File: src/rtl/lzrw1_pkg.sv
// rtl/lzrw1_pkg.sv - shared state type and group constants for the LZRW1 compress sequencer
package lzrw1_pkg;

  typedef enum logic [2:0] {
    IDLE,
    LOOKUP,
    COMPARE,
    EMIT,
    CTRL,
    DONE
  } seq_state_t;

  localparam int GROUP_ITEMS = 16;
  localparam int MIN_MATCH   = 3;
  localparam int CTRL_W      = 16;
  localparam int GROUP_CNT_W = $clog2(GROUP_ITEMS) + 1;

endpackage

File: src/rtl/compress_sequencer_ctrl_word_accum.sv
// rtl/compress_sequencer_ctrl_word_accum.sv - group item counter and copy/literal control-word builder
module ctrl_word_accum
  import lzrw1_pkg::*;
(
  input  logic              clock,
  input  logic              reset,
  input  logic              clear,
  input  logic              record,
  input  logic              bit_in,
  output logic [CTRL_W-1:0] word,
  output logic              full
);

  logic [GROUP_CNT_W-1:0] count_q, count_d;
  logic [CTRL_W-1:0]      word_q, word_d;

  always_comb begin
    count_d = count_q;
    word_d  = word_q;
    if (clear) begin
      count_d = '0;
      word_d  = '0;
    end else if (record) begin
      word_d[count_q[GROUP_CNT_W-2:0]] = bit_in;
      count_d = count_q + GROUP_CNT_W'(1);
    end
  end

  always_ff @(posedge clock) begin
    if (reset) begin
      count_q <= '0;
      word_q  <= '0;
    end else begin
      count_q <= count_d;
      word_q  <= word_d;
    end
  end

  assign word = word_q;
  // High on the record that fills the last slot of the group.
  assign full = record && (count_q == GROUP_CNT_W'(GROUP_ITEMS - 1));

endmodule

File: src/rtl/compress_sequencer.sv
// rtl/compress_sequencer.sv - LZRW1 item/control-word sequencer; LZRW1_SEQ_STATS_EN adds literal/copy counters
module compress_sequencer
  import lzrw1_pkg::*;
#(
  parameter int PTR_W    = 16,
  parameter int OFFSET_W = 12,
  parameter int LEN_W    = 4
) (
  input  logic                clock,
  input  logic                reset,
  input  logic                start,
  input  logic [PTR_W-1:0]    src_len,
  input  logic                tbl_hit,
  input  logic [PTR_W-1:0]    tbl_ptr,
  input  logic [LEN_W-1:0]    match_len,
  input  logic                out_ready,
  output logic [PTR_W-1:0]    byte_ptr,
  output logic                tbl_we,
  output logic                item_valid,
  output logic                item_is_copy,
  output logic [LEN_W-1:0]    item_len,
  output logic [OFFSET_W-1:0] item_offset,
  output logic [PTR_W-1:0]    item_byte_ptr,
  output logic                ctrl_valid,
  output logic [CTRL_W-1:0]   ctrl_word,
  output logic                busy,
  output logic                done
`ifdef LZRW1_SEQ_STATS_EN
  ,
  output logic [PTR_W-1:0]    lit_count,
  output logic [PTR_W-1:0]    copy_count
`endif
);

  seq_state_t          state_q, state_d;
  logic [PTR_W-1:0]    byte_ptr_q, byte_ptr_d;
  logic [PTR_W-1:0]    src_len_q, src_len_d;
  logic [PTR_W-1:0]    item_byte_ptr_q, item_byte_ptr_d;
  logic                item_valid_q, item_valid_d;
  logic                item_is_copy_q, item_is_copy_d;
  logic [LEN_W-1:0]    item_len_q, item_len_d;
  logic [OFFSET_W-1:0] item_offset_q, item_offset_d;
  logic                ctrl_valid_q, ctrl_valid_d;
  logic                tbl_we_q, tbl_we_d;
  logic                busy_q, busy_d;
  logic                done_q, done_d;
`ifdef LZRW1_SEQ_STATS_EN
  logic [PTR_W-1:0]    lit_count_q, lit_count_d;
  logic [PTR_W-1:0]    copy_count_q, copy_count_d;
`endif

  logic [PTR_W-1:0] remaining;
  logic [PTR_W-1:0] offset_full;
  logic [PTR_W-1:0] next_ptr;
  logic             is_copy;
  logic             acc_clear, acc_record, acc_full;

  assign remaining   = src_len_q - byte_ptr_q;
  assign offset_full = byte_ptr_q - tbl_ptr;
  assign next_ptr    = byte_ptr_q + PTR_W'(item_len_q);

  // Offset must be nonzero and fit in OFFSET_W bits; the match must not run past the source.
  assign is_copy = tbl_hit
                && (offset_full != '0)
                && ((offset_full >> OFFSET_W) == '0)
                && (match_len >= LEN_W'(MIN_MATCH))
                && (PTR_W'(match_len) <= remaining)
                && (remaining >= PTR_W'(MIN_MATCH));

  ctrl_word_accum u_accum (
    .clock  (clock),
    .reset  (reset),
    .clear  (acc_clear),
    .record (acc_record),
    .bit_in (item_is_copy_q),
    .word   (ctrl_word),
    .full   (acc_full)
  );

  always_comb begin
    state_d         = state_q;
    byte_ptr_d      = byte_ptr_q;
    src_len_d       = src_len_q;
    item_byte_ptr_d = item_byte_ptr_q;
    item_valid_d    = item_valid_q;
    item_is_copy_d  = item_is_copy_q;
    item_len_d      = item_len_q;
    item_offset_d   = item_offset_q;
    ctrl_valid_d    = ctrl_valid_q;
    tbl_we_d        = 1'b0;
    acc_clear       = 1'b0;
    acc_record      = 1'b0;
`ifdef LZRW1_SEQ_STATS_EN
    lit_count_d     = lit_count_q;
    copy_count_d    = copy_count_q;
`endif
    case (state_q)
      IDLE: begin
        if (start) begin
          byte_ptr_d = '0;
          src_len_d  = src_len;
          acc_clear  = 1'b1;
`ifdef LZRW1_SEQ_STATS_EN
          lit_count_d  = '0;
          copy_count_d = '0;
`endif
          state_d    = (src_len == '0) ? DONE : LOOKUP;
        end
      end
      LOOKUP: begin
        // Registered so the strobe lands in the COMPARE cycle.
        tbl_we_d = (remaining >= PTR_W'(MIN_MATCH));
        state_d  = COMPARE;
      end
      COMPARE: begin
        item_valid_d    = 1'b1;
        item_is_copy_d  = is_copy;
        item_len_d      = is_copy ? match_len : LEN_W'(1);
        item_offset_d   = is_copy ? offset_full[OFFSET_W-1:0] : '0;
        item_byte_ptr_d = byte_ptr_q;
        state_d         = EMIT;
      end
      EMIT: begin
        if (out_ready) begin
          item_valid_d = 1'b0;
          acc_record   = 1'b1;
          byte_ptr_d   = next_ptr;
`ifdef LZRW1_SEQ_STATS_EN
          if (item_is_copy_q) begin
            if (copy_count_q != '1) copy_count_d = copy_count_q + PTR_W'(1);
          end else begin
            if (lit_count_q != '1) lit_count_d = lit_count_q + PTR_W'(1);
          end
`endif
          if (acc_full || (next_ptr >= src_len_q)) begin
            ctrl_valid_d = 1'b1;
            state_d      = CTRL;
          end else begin
            state_d = LOOKUP;
          end
        end
      end
      CTRL: begin
        if (out_ready) begin
          ctrl_valid_d = 1'b0;
          acc_clear    = 1'b1;
          state_d      = (byte_ptr_q >= src_len_q) ? DONE : LOOKUP;
        end
      end
      DONE: begin
        state_d = IDLE;
      end
      default: begin
        state_d = IDLE;
      end
    endcase
    busy_d = (state_d != IDLE);
    done_d = (state_d == DONE);
  end

  always_ff @(posedge clock) begin
    if (reset) begin
      state_q         <= IDLE;
      byte_ptr_q      <= '0;
      src_len_q       <= '0;
      item_byte_ptr_q <= '0;
      item_valid_q    <= 1'b0;
      item_is_copy_q  <= 1'b0;
      item_len_q      <= '0;
      item_offset_q   <= '0;
      ctrl_valid_q    <= 1'b0;
      tbl_we_q        <= 1'b0;
      busy_q          <= 1'b0;
      done_q          <= 1'b0;
`ifdef LZRW1_SEQ_STATS_EN
      lit_count_q     <= '0;
      copy_count_q    <= '0;
`endif
    end else begin
      state_q         <= state_d;
      byte_ptr_q      <= byte_ptr_d;
      src_len_q       <= src_len_d;
      item_byte_ptr_q <= item_byte_ptr_d;
      item_valid_q    <= item_valid_d;
      item_is_copy_q  <= item_is_copy_d;
      item_len_q      <= item_len_d;
      item_offset_q   <= item_offset_d;
      ctrl_valid_q    <= ctrl_valid_d;
      tbl_we_q        <= tbl_we_d;
      busy_q          <= busy_d;
      done_q          <= done_d;
`ifdef LZRW1_SEQ_STATS_EN
      lit_count_q     <= lit_count_d;
      copy_count_q    <= copy_count_d;
`endif
    end
  end

  assign byte_ptr      = byte_ptr_q;
  assign tbl_we        = tbl_we_q;
  assign item_valid    = item_valid_q;
  assign item_is_copy  = item_is_copy_q;
  assign item_len      = item_len_q;
  assign item_offset   = item_offset_q;
  assign item_byte_ptr = item_byte_ptr_q;
  assign ctrl_valid    = ctrl_valid_q;
  assign busy          = busy_q;
  assign done          = done_q;
`ifdef LZRW1_SEQ_STATS_EN
  assign lit_count     = lit_count_q;
  assign copy_count    = copy_count_q;
`endif

endmodule
File: config.mk
export PLATFORM = sky130hd
export DESIGN_NAME = compress_sequencer
export DESIGN_NICKNAME = d
export VERILOG_FILES = /design/src/rtl/lzrw1_pkg.sv /design/src/rtl/compress_sequencer_ctrl_word_accum.sv /design/src/rtl/compress_sequencer.sv
export SDC_FILE = /design/constraint.sdc
export NUM_CORES = 1
export LEC_CHECK = 0
export BUFFER_PORTS_ARGS = -buffer_cell sky130_fd_sc_hd__buf_2
export CORE_MARGIN = 2
export CORE_UTILIZATION = 50
export DETAILED_ROUTE_END_ITERATION = 10
export PLACE_DENSITY = 0.79
export SYNTH_ARGS = -nofsm -noshare
export SYNTH_HDL_FRONTEND = slang
export SYNTH_SLANG_ARGS = --single-unit
File: constraint.sdc
create_clock -name clock -period 4.73 [get_ports clock]
set_input_delay 0.7095 -clock clock [delete_from_list [all_inputs] [get_ports clock]]
set_output_delay 0.7095 -clock clock [all_outputs]
set_load 0.02 [all_outputs]
==> results of run 1 <==
registers in the layout (all words and copies together) (netlist names):
register	count
byte_ptr	16
item_byte_ptr	16
src_len_q	16
u_accum.word	16
item_offset	12
u_accum.count_q	5
item_len	4
state_q	3
busy	1
ctrl_valid	1
done	1
item_is_copy	1
item_valid	1
tbl_we	1
critical path: stages, from the launching register on:
cell and delay [ns]:
dfxtp_1 0.44, inv_1 0.18, fa_1 0.48, inv_1 0.07, a21o_1 0.11, a21oi_1 0.12
nor3_1 0.44, nand3_1 0.18, xnor2_1 0.19, ha_1 0.21, a21o_1 0.17, a211oi_1 0.22
o21ai_0 0.18, a2111oi_0 0.46, o21ai_0 0.16, a311o_1 0.41, o311ai_0 0.12
Yosys cell counts, types with 3 or more instances:
| cell type | instances |
|---|---|
| nor2b_1 | 15 |
| xnor2_1 | 20 |
| o211ai_1 | 5 |
| a21o_1 | 18 |
| o21bai_1 | 3 |
| nand2b_1 | 8 |
| a22oi_1 | 12 |
| nor3_1 | 13 |
| nand3_1 | 29 |
| fa_1 | 3 |
| or3_1 | 4 |
| a31oi_1 | 8 |
| o21a_1 | 7 |
| o21ai_2 | 9 |
| a21oi_1 | 73 |
| o31a_1 | 3 |
| nor4_1 | 6 |
| nand3b_1 | 3 |
| xor2_1 | 14 |
| and2_1 | 4 |
| ha_1 | 60 |
| and3_1 | 10 |
| nand2_1 | 108 |
| a211oi_1 | 5 |
| dfxtp_1 | 94 |
| o311ai_0 | 3 |
| nand4_1 | 12 |
| mux2i_1 | 19 |
| clkbuf_1 | 38 |
| nor2_1 | 66 |
| inv_1 | 74 |
| o21ai_0 | 35 |
layout make-up:
cell class,instances,area share
Clock inverter,7,0.006696
Tap cell,172,0.02953
Multi-Input combinational cell,616,0.5537
Inverter,74,0.03812
Sequential cell,94,0.2582
Timing Repair Buffer,117,0.08276
Clock buffer,9,0.03091
stage by stage:
step | hold slack [ns] | utilization | cell area, µm² | std cells | total power, µW
floorplan | 0.4530 | - | 6369 | 826 | 1124
global placement | 0.4328 | 0.5603 | 7013 | 1073 | 1221
detailed placement | 0.4397 | 0.5603 | 7013 | 1073 | 1225
CTS | 0.4527 | 0.5822 | 7287 | 1089 | 1896
global route | 0.4734 | 0.5822 | 7287 | 1089 | 1981
finish | 0.4507 | 0.5822 | 7287 | 1089 | 1892
worst max path at each step:
stage	to	slack, ns
2_1_floorplan	busy	0.83
3_3_place_gp	busy	0.71
3_5_place_dp	busy	0.54
4_1_cts	busy	0.51
5_1_grt	busy	0.06
6_report	busy	0.47
power groups by stage:
stage	Clock (µW)	Combinational, µW	Sequential [µW]
finish	677	390	825
global route	722	433	826
CTS	686	386	824
detailed placement	0	382	842
global placement	0	379	842
floorplan	0	284	839
cells in the final DEF, fill, tap and decap left out, types with 4 or more instances in the layout:
cell and instances:
clkbuf_16 9, and2_1 4, nor3_1 13, nand4_1 12, o211ai_1 5, a31oi_1 8
xor2_1 14, mux2i_1 19, nor2b_1 15, and3_1 10, nand2_1 108, nand3_1 29
nor2_1 66, a21oi_1 73, nor4_1 6, dfxtp_1 94, o21a_1 7, buf_2 110
inv_1 74, a21o_1 18, xnor2_1 20, ha_1 60, o21ai_2 9, buf_4 7
a211oi_1 5, o21ai_0 35, nand2b_1 8, a22oi_1 12, or3_1 4
metal layers:
layer  wire (µm)  vias up
met5          13        -
li1            -     3045
met2        7613      196
met1        7787     2861
met4         289        2
met3        1119       29
cell families after synthesis:
kind of cell	after synthesis	synth area share
AND/OR/NAND/NOR	290	0.2136
adder cells (fa/ha/maj)	63	0.1273
buffers and inverters	116	0.07151
flip-flops	94	0.2955
XOR/XNOR	34	0.04676
AO/OA/AOI/OAI	209	0.2138
multiplexers	20	0.03163
==> flow_metrics.env, run 1 <==
export IMPL_end_kind="flop"
export IMPL_drtAntennaViolNets=0
export IMPL_crit_type="flop to flop"
export IMPL_fillers=1230
export IMPL_die_h_um=116.9
export IMPL_routedWlPerCell_um=15.45
export IMPL_grt_max_degree=42
export IMPL_ys_seq_area_frac=0.2955
export IMPL_postRouteWirelength_um=16820
export IMPL_r2r_cells=16
export IMPL_diodes=0
export IMPL_slew_viol_final=0
export IMPL_synth_cells=826
export IMPL_gr_max_usage_layer="met2"
export IMPL_min_period_ns=4.265
export IMPL_multiInputGateArea_um2=4035
export IMPL_cap_viol_max_count=0
export IMPL_hp_class="flop to flop"
export IMPL_via_per_inst=5.632
export IMPL_p_per_area_nw_per_um2=259.6
export IMPL_gp_congestion=0.9512
export IMPL_area_delta_synth_final_pct=14.42
export IMPL_yosysWarnings=0
export IMPL_synth_largest_area_cell="dfxtp_1"
export IMPL_synth_top_area_share=0.2955
export IMPL_start_kind="flop"
export IMPL_required_ns=4.96
export IMPL_rows=41
export IMPL_worstReg2RegEnd="busy"
export IMPL_switchingPower_uw=570.7
export IMPL_drive_above_1_share=0.1690
export IMPL_internal_power_uw=1321
export IMPL_fin_crit_sh=0.9017
export IMPL_synth_distinct_cells=66
export IMPL_post_cts_buffers=0
export IMPL_vias=6133
export IMPL_ctsResizeCount=0
export IMPL_grt_overflow_total=0
export IMPL_critPathMaxFanout=6
export IMPL_cts_tree="built"
export IMPL_p_leak_uw=0.003457
export IMPL_hold_end="item_offset[4]"
export IMPL_timing_final_ws_setup_ns=0.4651
export IMPL_drtIter0Drc=423
export IMPL_r2r_slack_ns=0.47
export IMPL_worst_pin_slew_ns=1.036
export IMPL_core_um2=12520
export IMPL_htree_levels=3
export IMPL_io_pins=111
export IMPL_p_sw_frac=0.3017
export IMPL_synth_main_ff_cell="dfxtp_1"
export IMPL_nets=1016
export IMPL_grt_util_met3=0.04377
export IMPL_crit_arrival_ns=4.49
export IMPL_hold_path_startpoint="item_offset[4]"
export IMPL_die_area_um2=13660
export IMPL_drc_errors=0
export IMPL_cts_hold_buf=0
export IMPL_async_flop_share=0
export IMPL_timing_setup_tns_ns=0
export IMPL_grtUsageMet2=0.4004
export IMPL_hold_violations=0
export IMPL_preCtsSetupSlack_ns=0.5387
export IMPL_r2r_start="byte_ptr[1]"
export IMPL_synth_net_count=930
export IMPL_grt_pass1_wl_um=26450
export IMPL_numClockSinks=94
export IMPL_portBuffers=110
export IMPL_root_buffer="clkbuf_16"
export IMPL_netlist_area_um2=6369
export IMPL_max_slew_margin=0.3066
export IMPL_grt_setup_unrepaired="false"
export IMPL_min_delay_path_depth=2
export IMPL_antenna_found_initial=1
export IMPL_firstDrtPassIters=5
export IMPL_grt_pass1_vias=5501
export IMPL_cp_startpoint="byte_ptr[1]"
export IMPL_synth_edf_count=0
export IMPL_insertion_delay_ns=0.35
export IMPL_seq_power_share=0.436
export IMPL_dp_hpwl_um=12790
export IMPL_status="finished, final reports clean"
export IMPL_met1_usage=0.3344
export IMPL_clk_pin_slew_ns=0.07
export IMPL_skew_ns=0.008571
export IMPL_fmax_mhz=234.5
export IMPL_setup_violations=0
export IMPL_clockBufferDepth=2
export IMPL_syn_avg_cell_area_um2=7.710
export IMPL_combPwrFrac=0.206
export IMPL_cts_inserted_buffers=9
export IMPL_initial_core_util=0.5088
export IMPL_seqCellArea_um2=1882
export IMPL_grt_use_total=0.2458
export IMPL_ir_drop_uv=221.4
export IMPL_p_clk_frac=0.358
export IMPL_die_w_um=116.9
export IMPL_synth_seq_cells=94
export IMPL_synth_area_leaders="dfxtp_1 (30%), ha_1 (12%), nand2_1 (6.4%)"
Note: power is estimated with default switching activity, not from simulation.
==> run 2: changes to the inputs <==
--- a/config.mk
+++ b/config.mk
@@ -7,9 +7,9 @@
 export LEC_CHECK = 0
 export BUFFER_PORTS_ARGS = -buffer_cell sky130_fd_sc_hd__buf_2
 export CORE_MARGIN = 2
-export CORE_UTILIZATION = 50
+export CORE_UTILIZATION = 55
 export DETAILED_ROUTE_END_ITERATION = 10
-export PLACE_DENSITY = 0.79
+export PLACE_DENSITY = 0.86
 export SYNTH_ARGS = -nofsm -noshare
 export SYNTH_HDL_FRONTEND = slang
 export SYNTH_SLANG_ARGS = --single-unit
==> flow_metrics.env, run 2 (synthesis gave the netlist of run 1 again) <==
export IMPL_clk_pin_slew_ns=0.07
export IMPL_skew_ns=0.009313
export IMPL_crit_arrival_ns=4.39
export IMPL_grt_max_degree=36
export IMPL_stdcell_count=1062
export IMPL_status="finished, final reports clean"
export IMPL_hp_class="flop to flop"
export IMPL_postRouteWirelength_um=16930
export IMPL_rows=39
export IMPL_fin_crit_sh=0.8762
export IMPL_ir_drop_uv=249.6
export IMPL_drc_errors=0
export IMPL_root_buffer="clkbuf_16"
export IMPL_end_kind="flop"
export IMPL_initial_core_util=0.5601
export IMPL_post_cts_buffers=0
export IMPL_die_area_um2=12460
export IMPL_cp_startpoint="byte_ptr[1]"
export IMPL_drive_above_1_share=0.1697
export IMPL_gp_congestion=0.9618
export IMPL_placedCellCount=1046
export IMPL_slew_viol_final=0
export IMPL_min_period_ns=4.144
export IMPL_clockBufferDepth=2
export IMPL_grt_setup_unrepaired="false"
export IMPL_grt_pass1_wl_um=28200
export IMPL_diodes=0
export IMPL_setup_violations=0
export IMPL_r2r_cells=16
export IMPL_crit_chain="inv_1, fa_1, inv_1, a21o_1, a21oi_1, nor3_1, and3_1, nand3_1, xnor2_1, ha_1, nor2b_1, or4_1, a21oi_1, or3_1, and3_1, o311ai_0"
export IMPL_grt_pass1_vias=5845
export IMPL_required_ns=4.98
export IMPL_layout_commonest_cell="buf_2"
export IMPL_area_delta_synth_final_pct=14.24
export IMPL_nets=1018
export IMPL_max_slew_margin=0.3275
export IMPL_insertion_delay_ns=0.35
export IMPL_timing_setup_tns_ns=0
export IMPL_critPathMaxFanout=6
export IMPL_grt_overflow_total=0
export IMPL_numClockSinks=94
export IMPL_p_per_area_nw_per_um2=263.6
export IMPL_die_w_um=111.6
export IMPL_final_cell_mix="buf_2 (110), nand2_1 (108), dfxtp_1 (94)"
export IMPL_drtAntennaViolNets=0
export IMPL_endpoint="busy"
export IMPL_cap_viol_max_count=0
export IMPL_portBuffers=110
export IMPL_die_h_um=111.6
export IMPL_io_pins=111
export IMPL_fmax_mhz=241.3
export IMPL_cts_tree="built"
export IMPL_worst_pin_slew_ns=1.005
export IMPL_r2r_start="byte_ptr[1]"
export IMPL_cp_slowest_stage_delay_ns=0.48
export IMPL_hold_violations=0
export IMPL_ctsResizeCount=0
export IMPL_antenna_found_initial=1
export IMPL_r2r_slack_ns=0.59
export IMPL_vias=6181
export IMPL_crit_type="flop to flop"
export IMPL_p_leak_uw=0.003469
export IMPL_slowest_stage="fa_1"
export IMPL_worstReg2RegEnd="busy"
export IMPL_via_per_inst=5.820
export IMPL_finish_utilization=0.6399
export IMPL_grt_use_total=0.2756
export IMPL_htree_levels=3
export IMPL_start_kind="flop"
export IMPL_cts_hold_buf=0
export IMPL_cp_num_buf_inv=2
export IMPL_crit_family="simple AND/OR/NAND/NOR gates"
export IMPL_routedWlPerCell_um=15.94
export IMPL_core_um2=11370
export IMPL_cts_inserted_buffers=9
export IMPL_dp_hpwl_um=13050
export IMPL_firstDrtPassIters=5
export IMPL_path_depth=16
export IMPL_drtIter0Drc=498
[run 2: cell count changes in the layout (fill, tap and decap cells not counted), sizes merged]
cell	change
inv	+2
buf	+2
clkinv	-2
[run 2: worst min-delay path by stage]
stage	slack, ns	endpoint	start	cells after the start
after detailed placement	0.44	item_offset[1]	item_offset[1]	2
after CTS	0.45	item_byte_ptr[0]	item_byte_ptr[0]	2
final	0.45	item_byte_ptr[13]	item_byte_ptr[13]	2
after global placement	0.43	item_offset[0]	item_offset[0]	2
after global routing	0.47	item_byte_ptr[0]	item_byte_ptr[0]	2
after floorplan	0.45	src_len_q[10]	src_len_q[10]	2
[run 2: worst min-delay path, cell delays in order (launching register included)]
cell and delay, ns:
dfxtp_1 0.31, nand2_1 0.05, a21oi_1 0.05
[run 2: per-stage QoR]
| stage | setup WS, ns | total power (µW) | area, µm² | hold WS, ns |
|---|---|---|---|---|
| floorplan | 0.8271 | 1124 | 6369 | 0.4530 |
| global placement | 0.7630 | 1220 | 6988 | 0.4330 |
| detailed placement | 0.6016 | 1224 | 6988 | 0.4379 |
| CTS | 0.6365 | 1919 | 7276 | 0.4533 |
| global route | 0.1714 | 2003 | 7276 | 0.4709 |
| finish | 0.5857 | 1918 | 7276 | 0.4509 |
[run 2: area by class of cell]
type	count	area [µm²]
Clock inverter	7	62.56
Clock buffer	9	225.2
Fill cell	997	4094
Timing Repair Buffer	119	618.1
Multi-Input combinational cell	616	4031
Tap cell	143	178.9
Sequential cell	94	1882
Inverter	74	277.8
[run 2: where the power goes]
part	switching [µW]	internal, µW	total [µW]
clock	335	367	702
combinational	234	156	390
sequential	17.8	807	825
[run 2: per-layer routing]
| metal | track usage | wire length (µm) | vias to the layer above |
|---|---|---|---|
| met1 | 0.3554 | 7438 | 2861 |
| met2 | 0.4630 | 7813 | 238 |
| met5 | 0 | 0 | - |
| met4 | 0.09877 | 425 | 0 |
| li1 | - | - | 3043 |
| met3 | 0.05171 | 1252 | 39 |
==> run 3: changes to the inputs <==
--- a/config.mk
+++ b/config.mk
@@ -5,11 +5,12 @@
 export SDC_FILE = /design/constraint.sdc
 export NUM_CORES = 1
 export LEC_CHECK = 0
+export ABC_CLOCK_PERIOD_IN_PS = 4730
 export BUFFER_PORTS_ARGS = -buffer_cell sky130_fd_sc_hd__buf_2
 export CORE_MARGIN = 2
-export CORE_UTILIZATION = 55
+export CORE_UTILIZATION = 57
 export DETAILED_ROUTE_END_ITERATION = 10
-export PLACE_DENSITY = 0.86
+export PLACE_DENSITY = 0.88
 export SYNTH_ARGS = -nofsm -noshare
 export SYNTH_HDL_FRONTEND = slang
 export SYNTH_SLANG_ARGS = --single-unit
==> flow_metrics.env, run 3 (synthesis gave the netlist of run 1 again) <==
export IMPL_status="finished, final reports clean"
export IMPL_hold_violations=0
export IMPL_layout_commonest_cell="buf_2"
export IMPL_die_h_um=109.7
export IMPL_hp_class="flop to flop"
export IMPL_cts_tree="built"
export IMPL_placedCellCount=1041
export IMPL_timing_setup_tns_ns=0
export IMPL_numClockSinks=94
export IMPL_portBuffers=110
export IMPL_grt_setup_unrepaired="false"
export IMPL_htree_levels=3
export IMPL_io_pins=111
export IMPL_grt_max_degree=44
export IMPL_min_period_ns=4.366
export IMPL_die_w_um=109.7
export IMPL_root_buffer="clkbuf_8"
export IMPL_grt_pass1_vias=5503
export IMPL_design_area_um2=7156
export IMPL_cap_viol_max_count=0
export IMPL_multiInputGateArea_um2=4035
export IMPL_fillers=936
export IMPL_cts_inserted_buffers=9
export IMPL_drtIter0Drc=459
export IMPL_core_um2=10890
export IMPL_fin_crit_sh=0.9231
export IMPL_drive_above_1_share=0.1690
export IMPL_critPathMaxFanout=6
export IMPL_timing_final_ws_setup_ns=0.3639
export IMPL_area_delta_synth_final_pct=12.36
export IMPL_postRouteWirelength_um=16360
export IMPL_insertion_delay_ns=0.38
export IMPL_required_ns=4.98
export IMPL_crit_type="flop to flop"
export IMPL_seqCellArea_um2=1882
export IMPL_ir_drop_uv=226.3
export IMPL_ctsResizeCount=0
export IMPL_gp_congestion=1.041
export IMPL_p_per_area_nw_per_um2=239.5
export IMPL_grt_use_total=0.2776
export IMPL_slew_viol_final=0
export IMPL_worst_pin_slew_ns=1.027
export IMPL_firstDrtPassIters=5
export IMPL_grt_overflow_total=0
export IMPL_drtAntennaViolNets=0
export IMPL_dp_hpwl_um=12670
export IMPL_initial_core_util=0.5849
export IMPL_max_slew_margin=0.3129
export IMPL_end_kind="flop"
export IMPL_grt_pass1_wl_um=26160
export IMPL_diodes=0
export IMPL_via_per_inst=5.819
export IMPL_antenna_found_initial=0
export IMPL_crit_arrival_ns=4.62
export IMPL_fmax_mhz=229.0
export IMPL_post_cts_buffers=0
export IMPL_rows=38
export IMPL_setup_violations=0
export IMPL_p_leak_uw=0.003418
export IMPL_nets=1016
export IMPL_routedWlPerCell_um=15.47
export IMPL_finish_utilization=0.6572
export IMPL_vias=6151
export IMPL_preCtsSetupSlack_ns=0.5068
export IMPL_cts_hold_buf=0
export IMPL_clockBufferDepth=2
export IMPL_start_kind="flop"
export IMPL_final_cell_mix="buf_2 (110), nand2_1 (108), dfxtp_1 (94)"
export IMPL_skew_ns=0.007388
export IMPL_place_area_um2=6973
export IMPL_die_area_um2=12030
export IMPL_clk_pin_slew_ns=0.09
export IMPL_stdcell_count=1057
export IMPL_drc_errors=0
[run 3: cell count changes in the layout (fill, tap and decap cells not counted), sizes merged]
cell | previous run | this run
buf | 119 | 117
clkbuf | 9 | 10
inv | 78 | 76
clkinvlp | 1 | 0
clkinv | 2 | 4
[run 3: report_power, final]
group	switching (µW)	leakage (µW)	internal (µW)	total, µW
clock	294	0.0000970	209	503
sequential	17.6	0.000760	807	825
combinational	231	0.00256	156	386
[run 3: path summary, 6_finish.rpt]
check,from,to,slack [ns],cells after the start
hold reg to reg,item_byte_ptr[11],item_byte_ptr[11],0.45,2
hold / removal,item_byte_ptr[11],item_byte_ptr[11],0.45,2
setup reg to reg,byte_ptr[1],busy,0.36,16
setup / recovery,byte_ptr[1],busy,0.36,16
[run 3: per-layer routing]
layer  global-route usage  routed length, µm  part of all wire
met5                    0                  0                 0
met4              0.08499                341             0.021
met3              0.05039               1293             0.079
met2               0.4687               7655              0.47
met1               0.3599               7065              0.43
[run 3: cell type report]
class | count | share of cell area
Inverter | 74 | 0.03882
Timing Repair Buffer | 117 | 0.08428
Clock inverter | 6 | 0.006295
Clock buffer | 10 | 0.01923
Tap cell | 140 | 0.02448
Multi-Input combinational cell | 616 | 0.5639
Sequential cell | 94 | 0.2630
[run 3: critical path: stages, from the launching register on]
cell and delay, ns:
dfxtp_1 0.46, inv_1 0.20, fa_1 0.50, inv_1 0.08
a21o_1 0.11, a21oi_1 0.11, nor3_1 0.50, and3_1 0.36
nand3_1 0.18, xnor2_1 0.18, ha_1 0.30, nor2b_1 0.18
or4_1 0.12, a21oi_1 0.03, or3_1 0.38, and3_1 0.21
o311ai_0 0.36
[run 3: stage by stage]
step | hold slack (ns) | power [µW]
3_3_place_gp | 0.4343 | 1218
4_1_cts | 0.4557 | 1715
6_report | 0.4541 | 1714
3_5_place_dp | 0.4432 | 1223
2_1_floorplan | 0.4530 | 1124
5_1_grt | 0.4682 | 1797
